--- src/rtl/load_store_unit.sv ---
// Memory-access stage: runs one request/grant/response bus transaction per
// accepted load or store and returns extended load data to writeback.
module load_store_unit #(
  parameter int TIMEOUT = 16
) (
  input  logic        clk,
  input  logic        reset,
  input  logic        req_valid,
  input  logic        is_load,
  input  logic        is_store,
  input  logic [2:0]  funct3,
  input  logic [31:0] addr,
  input  logic [31:0] store_data,
  input  logic [4:0]  rd,
  output logic        lsu_ready,
  output logic        mem_req,
  output logic        mem_we,
  output logic [31:0] mem_addr,
  output logic [3:0]  mem_be,
  output logic [31:0] mem_wdata,
  input  logic        mem_gnt,
  input  logic        mem_rvalid,
  input  logic [31:0] mem_rdata,
  output logic        wb_valid,
  output logic [4:0]  wb_rd,
  output logic [31:0] wb_data,
  output logic        done,
  output logic        exc_valid,
  output logic [1:0]  exc_cause,
  output logic [31:0] exc_addr
);
  typedef enum logic [1:0] {IDLE, REQ, RESP} state_t;
  localparam logic [7:0] TMO_LAST = 8'(TIMEOUT - 1);

  state_t      st;
  logic [7:0]  cnt;
  logic [31:0] l_addr;
  logic [2:0]  l_f3;
  logic [4:0]  l_rd;
  logic        l_load;

  logic        accept, illegal, misal, tmo;
  logic [3:0]  be;
  logic [31:0] wdata, ext;
  logic [7:0]  rbyte;
  logic [15:0] rhalf;

  assign lsu_ready = (st == IDLE) && reset;
  assign accept    = (st == IDLE) && req_valid && (is_load || is_store);
  assign tmo       = (cnt >= TMO_LAST);

  always_comb begin
    illegal = (is_load && is_store)
           || (is_load  && (funct3 == 3'b011 || funct3[2:1] == 2'b11))
           || (is_store && (funct3 >= 3'b011));
    misal   = (funct3[1:0] == 2'b01 && addr[0])
           || (funct3[1:0] == 2'b10 && addr[1:0] != 2'b00);
    case (funct3[1:0])
      2'b00:   be = 4'b0001 << addr[1:0];
      2'b01:   be = 4'b0011 << addr[1:0];
      default: be = 4'b1111;
    endcase
    wdata = '0;
    if (is_store) begin
      case (funct3[1:0])
        2'b00:   wdata = {4{store_data[7:0]}};
        2'b01:   wdata = {2{store_data[15:0]}};
        default: wdata = store_data;
      endcase
    end
  end

  // Lane extraction uses the latched address, since addr has moved on by now.
  always_comb begin
    rbyte = mem_rdata[{l_addr[1:0], 3'b000} +: 8];
    rhalf = mem_rdata[{l_addr[1], 4'b0000} +: 16];
    case (l_f3)
      3'b000:  ext = {{24{rbyte[7]}}, rbyte};
      3'b001:  ext = {{16{rhalf[15]}}, rhalf};
      3'b100:  ext = {24'd0, rbyte};
      3'b101:  ext = {16'd0, rhalf};
      default: ext = mem_rdata;
    endcase
  end

  always_ff @(posedge clk or negedge reset) begin
    if (!reset) begin
      st        <= IDLE;
      cnt       <= '0;
      l_addr    <= '0;
      l_f3      <= '0;
      l_rd      <= '0;
      l_load    <= 1'b0;
      mem_req   <= 1'b0;
      mem_we    <= 1'b0;
      mem_addr  <= '0;
      mem_be    <= '0;
      mem_wdata <= '0;
      wb_valid  <= 1'b0;
      wb_rd     <= '0;
      wb_data   <= '0;
      done      <= 1'b0;
      exc_valid <= 1'b0;
      exc_cause <= '0;
      exc_addr  <= '0;
    end else begin
      wb_valid  <= 1'b0;
      done      <= 1'b0;
      exc_valid <= 1'b0;
      case (st)
        IDLE: if (accept) begin
          l_addr <= addr;
          l_f3   <= funct3;
          l_rd   <= rd;
          l_load <= is_load;
          if (illegal || misal) begin
            exc_valid <= 1'b1;
            exc_cause <= illegal ? 2'b10 : 2'b01;
            exc_addr  <= addr;
          end else begin
            st        <= REQ;
            cnt       <= '0;
            mem_req   <= 1'b1;
            mem_we    <= is_store;
            mem_addr  <= {addr[31:2], 2'b00};
            mem_be    <= be;
            mem_wdata <= wdata;
          end
        end
        REQ: begin
          // A grant in the last allowed cycle still wins over the timeout.
          if (mem_gnt) begin
            mem_req <= 1'b0;
            cnt     <= cnt + 8'd1;
            if (l_load) st <= RESP;
            else begin
              st   <= IDLE;
              done <= 1'b1;
            end
          end else if (tmo) begin
            mem_req   <= 1'b0;
            st        <= IDLE;
            exc_valid <= 1'b1;
            exc_cause <= 2'b11;
            exc_addr  <= l_addr;
          end else begin
            cnt <= cnt + 8'd1;
          end
        end
        RESP: begin
          if (mem_rvalid) begin
            st   <= IDLE;
            done <= 1'b1;
            if (l_rd != 5'd0) begin
              wb_valid <= 1'b1;
              wb_rd    <= l_rd;
              wb_data  <= ext;
            end
          end else if (tmo) begin
            st        <= IDLE;
            exc_valid <= 1'b1;
            exc_cause <= 2'b11;
            exc_addr  <= l_addr;
          end else begin
            cnt <= cnt + 8'd1;
          end
        end
        default: st <= IDLE;
      endcase
    end
  end
endmodule
--- config.mk ---
export PLATFORM = sky130hd
export DESIGN_NAME = load_store_unit
export DESIGN_NICKNAME = d
export VERILOG_FILES = /design/src/rtl/load_store_unit.sv
export SDC_FILE = /design/constraint.sdc
export NUM_CORES = 1
export LEC_CHECK = 0
export ABC_AREA = 1
export BUFFER_PORTS_ARGS = -buffer_cell sky130_fd_sc_hd__buf_2
export CORE_MARGIN = 3
export CORE_UTILIZATION = 56
export CTS_BUF_LIST = sky130_fd_sc_hd__clkbuf_16
export DETAILED_ROUTE_END_ITERATION = 12
export PLACE_DENSITY_LB_ADDON = 0.3
export SYNTH_ARGS = -nofsm -noshare
export SYNTH_HDL_FRONTEND = slang
export SYNTH_SLANG_ARGS = --single-unit
--- constraint.sdc ---
create_clock -name clk -period 6 [get_ports clk]
set_input_delay 0.6 -clock clk [delete_from_list [all_inputs] [get_ports clk]]
set_output_delay 0.6 -clock clk [all_outputs]
set_load 0.005 [all_outputs]
==> results.md, run 1 <==
## Run status
• completed — status

## Layout
• 23.7% — layout cells sized above 1
• sky130_fd_sc_hd__nand2_1 — most frequent standard cell in the layout excluding fill and tap cells
• 10800 µm² — finished layout cell area
• 70.1% — final cell utilization of the core
• 0 — ant diodes
• 1283 — layout filler cell count
• 21.1% — post-synthesis to final-layout area growth
• sky130_fd_sc_hd__nand2_1, sky130_fd_sc_hd__buf_2, sky130_fd_sc_hd__o21ai_0, sky130_fd_sc_hd__dfrtp_1, sky130_fd_sc_hd__inv_1 — top library cells by usage in the layout, fill and taps aside
• 1539 — final std cells w/o fill
• 1431 — Final #Nets

## Synth
• 54.3% — area fraction of the dominant cell type after synthesis
• 0 — count of flip-flops with a built-in enable after synthesis
• 0 — count of warnings emitted by yosys
• 8890 µm² — synthesized cell area
• 32 — count of cell types in the netlist
• sky130_fd_sc_hd__dfrtp_1, sky130_fd_sc_hd__nand2_1, sky130_fd_sc_hd__o21ai_0 — largest cells by area after synthesis
• 1099 — gate count after technology mapping
• 100% — proportion of synthesized flip-flops having asynchronous set or reset
• 193 — total of flip-flops plus latches after synthesis
• 54.3% — fraction of the yosys area taken by sequential cells
• sky130_fd_sc_hd__dfrtp_1 — cell taking the most area after synthesis
• 8.09 µm² — average instance area after synthesis
• sky130_fd_sc_hd__dfrtp_1 — Top FF cell, synth

## Clock network
• 0.07 ns — CTS clk-pin slew, worst paths
• 0 — total of hold buffers inserted after clock tree synthesis
• 0 — # resized after CTS
• sky130_fd_sc_hd__clkbuf_16 — cell chosen for the clock root
• 0.43 ns — clock insertion delay at the later pin of the skew report
• 0 — buffer count from post-CTS setup fixing
• 193 — number of clock sinks
• 2 — maximum number of buffers from clock root to sink
• 17 — number of buffers created by CTS
• yes — TritonCTS clock tree
• 4 — Max H-tree Level

## Power
• 501 nW/µm² — power density cells
• 0.265 mV — peak supply drop
• 5.93 nW — leakage power of the design
• 38.3% — fraction of power consumed by combinational cells
• 39.1% — fraction of power spent switching nets
• 41.8% — part of the total power dissipated in sequential elements
• 3.28 mW — internal power consumption
• 20.0% — part of the power in the clock network
• 2.11 mW — sw power

## Setup path
• 2.93 ns — Worst R2R Setup Slack
• 69 — maximum fanout count along the critical path
• reg2reg — classification of the worst setup path
• flip-flop — crit path launch type
• 6.27 ns — Worst EP required
• 11 — Crit path depth
• sky130_fd_sc_hd__inv_2 — Critical Path Slowest Stage Cell
• inv_1 -> ha_1 -> nand2_1 -> a21oi_4 -> inv_2 -> nand2_1 -> o21ai_1 -> nor2_1 -> o21ai_4 -> buf_4 -> o21ai_0 — sequence of cells on the critical path
• 11 — Worst Reg2Reg Path Length in Cells
• 3.34 ns — Data arrival, critical path
• 3 — Buffers & Inverters on Critical Path
• 0.74 ns — delay of the slowest cell on the worst path
• buffers and inverters — kind of cell adding the most delay to the critical path
• sky130_fd_sc_hd__nand2_1 — Worst path most repeated cell
• flip-flop — CP endpoint kind

## Timing
• 0 — number of hold violations in the final report
• no — RSZ-0062 raised after global routing
• 3.07 ns — post-route minimum period
• 326 MHz — peak clock frequency supported by timing
• 51.1% — final worst-path cycle share
• 0 — final count of negative-setup-slack endpoints
• 1.02 ns — slew at the pin closest to its max-slew limit
• 0 — final number of max-transition violations
• 0 ns — Setup TNS Final
• 32.2% — max_slew headroom
• 0.0110 ns — final worst clock skew

## Route
• 0 — remaining antenna violation count
• 15.1 µm — routed wire length per instance
• 5 — Initial DRT Pass Iterations
• 23200 µm — Total Routed Length
• 8172 — via count
• 5.31 — detailed-route vias per instance
• 0 — DRC violation count after routing
• 614 — initial drt markers

## Run
• 0 — max-cap viol count

## Floorplan
• 132 µm — overall die height
• 17400 µm² — die area
• 256 — I/O pin cnt
• 57.9% — Initial Util
• 15400 µm² — core area
• 132 µm — horizontal die dimension
• 45 — number of core rows

## Placement
• 1507 — total placed cells including tap cells
• 16400 µm — placed wire-length estimate after detailed placement
• 253 — quantity of I/O buffers inserted on ports
• 0.913 — Placer Congestion
• 10200 µm² — cell area after placement

## Global route
• 37700 µm — global-route wire length before repair
• 101 — maximum number of pins on one net before global-route repair
• 7606 — vias in the first global route
• 0 — remaining global-route overflow
• 0 — initial antenna violation count
• 26.4% — GRT Util Overall

## Worst hold path
• in2async — worst min-delay path class

## Yosys cell counts, types with 3 or more instances
| cell type | n |
|---|---|
| sky130_fd_sc_hd__inv_1 | 98 |
| sky130_fd_sc_hd__o21ai_1 | 21 |
| sky130_fd_sc_hd__o211ai_1 | 10 |
| sky130_fd_sc_hd__o21ai_2 | 4 |
| sky130_fd_sc_hd__o21ai_0 | 193 |
| sky130_fd_sc_hd__nand4_1 | 3 |
| sky130_fd_sc_hd__o221ai_1 | 8 |
| sky130_fd_sc_hd__or2_2 | 17 |
| sky130_fd_sc_hd__buf_2 | 8 |
| sky130_fd_sc_hd__buf_6 | 3 |
| sky130_fd_sc_hd__ha_1 | 5 |
| sky130_fd_sc_hd__dfrtp_1 | 193 |
| sky130_fd_sc_hd__nor2_1 | 56 |
| sky130_fd_sc_hd__nor3_1 | 3 |
| sky130_fd_sc_hd__a21oi_1 | 54 |
| sky130_fd_sc_hd__clkbuf_1 | 45 |
| sky130_fd_sc_hd__nand3_1 | 35 |
| sky130_fd_sc_hd__buf_1 | 5 |
| sky130_fd_sc_hd__inv_2 | 3 |
| sky130_fd_sc_hd__nand2_1 | 319 |
## area by class of cell
class / instances / area, µm² / share of cell area [%]
Timing Repair Buffer: 259 / 1320 / 12.3
Tap cell: 211 / 264 / 2.45
Inverter: 102 / 383 / 3.55
Clock buffer: 17 / 425 / 3.95
Multi-Input combinational cell: 742 / 3410 / 31.7
Sequential cell: 193 / 4830 / 44.8
Clock inverter: 15 / 135 / 1.25
## final timing paths
path,endpoint,from
setup / recovery,exc_addr[13],st[0]
hold / removal,wb_valid,reset
setup reg to reg,exc_addr[13],st[0]
hold reg to reg,wb_rd[2],wb_rd[2]
max in group asynchronous,exc_addr[19],reset
min in group clk,l_rd[2],rd[2]
## flip-flops by register name (all words and copies together), names as in the netlist
| name | flops |
|---|---|
| exc_addr | 32 |
| l_addr | 32 |
| mem_wdata | 32 |
| wb_data | 32 |
| mem_addr | 30 |
| cnt | 8 |
| l_rd | 5 |
| wb_rd | 5 |
| mem_be | 4 |
| l_f3 | 3 |
| exc_cause | 2 |
| st | 2 |
| done | 1 |
| exc_valid | 1 |
| l_load | 1 |
| mem_req | 1 |
| mem_we | 1 |
| wb_valid | 1 |
## through the flow
| stage | hold slack, ns | total power [mW] | worst slack, ns |
|---|---|---|---|
| 2_1_floorplan | 0.304 | 3.49 | 4.12 |
| 3_3_place_gp | 0.452 | 4.24 | 3.06 |
| 3_5_place_dp | 0.455 | 4.33 | 2.96 |
| 4_1_cts | 0.217 | 5.42 | 2.91 |
| 5_1_grt | 0.245 | 5.83 | 2.59 |
| 6_report | 0.205 | 5.39 | 2.93 |
## per-layer routing
metal  GRT usage [%]  part of all wire [%]
met5               0                     0
met4            7.35                   1.6
met3            6.79                   9.0
met2            43.0                    48
met1            35.5                    42
## kinds of logic (layout without fill, tap and decap cells)
kind of cell               count (synthesis)  count (layout)  synth area share, %
buffers and inverters                    165             393                 7.42
DFF                                      193             193                 54.3
and+or+nand+nor                          438             438                 19.7
other                                      1               2               0.0422
AOI/OAI and AO/OA                        297             297                 17.8
adders and majority gates                  5               5                0.704
## power by group through the flow
stage	Sequential, mW	Combinational [mW]	Clock, mW
final	2.25	2.06	1.08
after global routing	2.33	2.35	1.14
after CTS	2.25	2.08	1.09
after detailed placement	2.25	2.08	0
after global placement	2.25	1.99	0
after floorplan	2.22	1.27	0
## worst reg2reg max path, delay by kind of cell, from the launching register on
| kind | cells | cell delay, ns |
|---|---|---|
| buffers and inverters | 3 | 1.36 |
| AO/OA/AOI/OAI | 4 | 0.50 |
| flip-flops | 1 | 0.40 |
| adder cells (fa/ha/maj) | 1 | 0.27 |
| AND/OR/NAND/NOR | 3 | 0.38 |
Power figures use the tool's default switching activity.
==> run 2: changes to the inputs <==
- CORE_UTILIZATION: 56 -> 47
- clock period: 6 -> 2.6 ns (I/O delays scaled with it)
==> results.md, run 2 (synthesized netlist as in run 1, its figures left out) <==
## Route
• 24600 µm — Total Routed Length, was 23200 µm
• 8132 — via count, was 8172
• 5 — Initial DRT Pass Iterations, unchanged
• 15.6 µm — routed wire length per instance, was 15.1 µm
• 0 — remaining antenna violation count, unchanged
• 5.16 — detailed-route vias per instance, was 5.31
• 496 — initial drt markers, was 614
• 0 — DRC violation count after routing, unchanged

## Timing
• no — RSZ-0062 raised after global routing, unchanged
• 87.6% — final worst-path cycle share, was 51.1%
• 0 — final number of max-transition violations, unchanged
• 2.28 ns — post-route minimum period, was 3.07 ns
• 0 — number of hold violations in the final report, unchanged
• 0 ns — Setup TNS Final, unchanged
• 0 — final count of negative-setup-slack endpoints, unchanged
• 0.0166 ns — final worst clock skew, was 0.0110 ns
• 0.781 ns — slew at the pin closest to its max-slew limit, was 1.02 ns
• 47.7% — max_slew headroom, was 32.2%
• 439 MHz — peak clock frequency supported by timing, was 326 MHz

## Power
• 39.4% — fraction of power spent switching nets, was 39.1%
• 6.06 nW — leakage power of the design, was 5.93 nW
• 20.6% — part of the power in the clock network, was 20.0%
• 40.3% — part of the total power dissipated in sequential elements, was 41.8%
• 5.06 mW — sw power, was 2.11 mW
• 0.610 mV — peak supply drop, was 0.265 mV
• 39.2% — fraction of power consumed by combinational cells, was 38.3%
• 1160 nW/µm² — power density cells, was 501 nW/µm²
• 7.77 mW — internal power consumption, was 3.28 mW

## Floorplan
• 144 µm — horizontal die dimension, was 132 µm
• 256 — I/O pin cnt, unchanged
• 144 µm — overall die height, was 132 µm
• 18300 µm² — core area, was 15400 µm²
• 20600 µm² — die area, was 17400 µm²
• 49 — number of core rows, was 45
• 48.7% — Initial Util, was 57.9%

## Run status
• completed — status, unchanged

## Clock network
• 17 — number of buffers created by CTS, unchanged
• 2 — maximum number of buffers from clock root to sink, unchanged
• 0.43 ns — clock insertion delay at the later pin of the skew report, about the same
• yes — TritonCTS clock tree, unchanged
• 4 — Max H-tree Level, unchanged
• 193 — number of clock sinks, unchanged
• sky130_fd_sc_hd__clkbuf_16 — cell chosen for the clock root, unchanged
• 0.08 ns — CTS clk-pin slew, worst paths, was 0.07 ns

## Global route
• 39600 µm — global-route wire length before repair, was 37700 µm
• 7754 — vias in the first global route, was 7606
• 24.1% — GRT Util Overall, was 26.4%
• 0 — remaining global-route overflow, unchanged
• 100 — maximum number of pins on one net before global-route repair, was 101
• 1 — initial antenna violation count, was 0

## Layout
• 24.1% — post-synthesis to final-layout area growth, was 21.1%
• 1449 — Final #Nets, was 1431
• sky130_fd_sc_hd__nand2_1, sky130_fd_sc_hd__buf_2, sky130_fd_sc_hd__o21ai_0, sky130_fd_sc_hd__dfrtp_1, sky130_fd_sc_hd__inv_1 — top library cells by usage in the layout, fill and taps aside, unchanged
• 24.7% — layout cells sized above 1, was 23.7%
• sky130_fd_sc_hd__nand2_1 — most frequent standard cell in the layout excluding fill and tap cells, unchanged
• 60.4% — final cell utilization of the core, was 70.1%

## Placement
• 253 — quantity of I/O buffers inserted on ports, unchanged
• 17700 µm — placed wire-length estimate after detailed placement, was 16400 µm
• 0.872 — Placer Congestion, was 0.913

## Setup path
• flip-flop — crit path launch type, unchanged
• 2.94 ns — Worst EP required, was 6.27 ns
• 32 — maximum fanout count along the critical path, was 69
• flip-flop — CP endpoint kind, unchanged
• reg2reg — classification of the worst setup path, unchanged
• 2.62 ns — Data arrival, critical path, was 3.34 ns

## Run
• 0 — max-cap viol count, unchanged

## Worst hold path
• in2reg — worst min-delay path class, was in2async

-- run 2: cell types whose count changed in the layout (fill, tap and decap cells not counted), moves of 3 or more --
cell                         previous run  this run
sky130_fd_sc_hd__buf_4                  6        18
sky130_fd_sc_hd__buf_12                 0         5
sky130_fd_sc_hd__clkinv_4               3         0
sky130_fd_sc_hd__clkinvlp_4             3         0
sky130_fd_sc_hd__clkinv_8               0         4
-- run 2: what timing repair did --
item                      in CTS  in global routing
hold buffers                   1                  0
setup buffers                  0                  0
hold endpoints to repair      63                  0
resized for setup              0                  0
-- run 2: power groups by stage --
stage,registers [mW],logic [mW],clock network [mW]
finish,5.17,5.02,2.64
global placement,5.18,4.93,0
detailed placement,5.18,5.07,0
CTS,5.16,5.07,2.69
global route,5.34,5.78,2.82
floorplan,5.11,2.94,0
-- run 2: metal layers --
metal	up-vias	wire, µm	track usage, %
met3	28	1800	5.16
li1	4023	-	-
met4	0	392	6.99
met2	297	11300	38.3
met1	3784	11100	33.6
met5	-	0	0
-- run 2: final cells by class --
type	instances	area, µm²
multi-input combinational	742	3410
antenna	1	2.50
sequential	193	4830
inverter	102	383
fill	1645	7230
clock inverter	15	174
tap	229	287
timing repair buffer	277	1520
clock buffer	17	425
-- run 2: stage by stage --
| step | hold slack (ns) | power (mW) | std cells | cell area, µm² | worst slack, ns |
|---|---|---|---|---|---|
| CTS | 0.0253 | 12.9 | 1575 | 11000 | 0.292 |
| global placement | 0.0975 | 10.1 | 1542 | 10400 | 0.414 |
| floorplan | -0.0356 | 8.06 | 1100 | 8900 | 0.724 |
| finish | 0.0448 | 12.8 | 1576 | 11000 | 0.323 |
| global route | 0.0306 | 13.9 | 1576 | 11000 | 0.0786 |
| detailed placement | 0.0965 | 10.3 | 1542 | 10400 | 0.330 |
-- run 2: final timing paths --
check	cells past startpoint	endpoint	startpoint	slack (ns)
setup / recovery	10	mem_wdata[11]	st[1]	0.32
hold / removal	3	l_rd[2]	rd[2]	0.04
setup reg to reg	10	mem_wdata[11]	st[1]	0.32
hold reg to reg	2	wb_rd[2]	wb_rd[2]	0.47
max in group asynchronous	3	mem_be[0]	reset	1.49
min in group asynchronous	2	wb_rd[4]	reset	0.23
-- run 2: critical path, cell delays in order (launching register included) --
cell and delay [ns]:
sky130_fd_sc_hd__dfrtp_1 0.42, sky130_fd_sc_hd__inv_1 0.09, sky130_fd_sc_hd__ha_1 0.26, sky130_fd_sc_hd__nand2_1 0.12, sky130_fd_sc_hd__a21oi_4 0.15, sky130_fd_sc_hd__buf_4 0.22, sky130_fd_sc_hd__nand4_1 0.23, sky130_fd_sc_hd__inv_1 0.17
sky130_fd_sc_hd__nand2_1 0.09, sky130_fd_sc_hd__buf_4 0.23, sky130_fd_sc_hd__o21ai_0 0.21
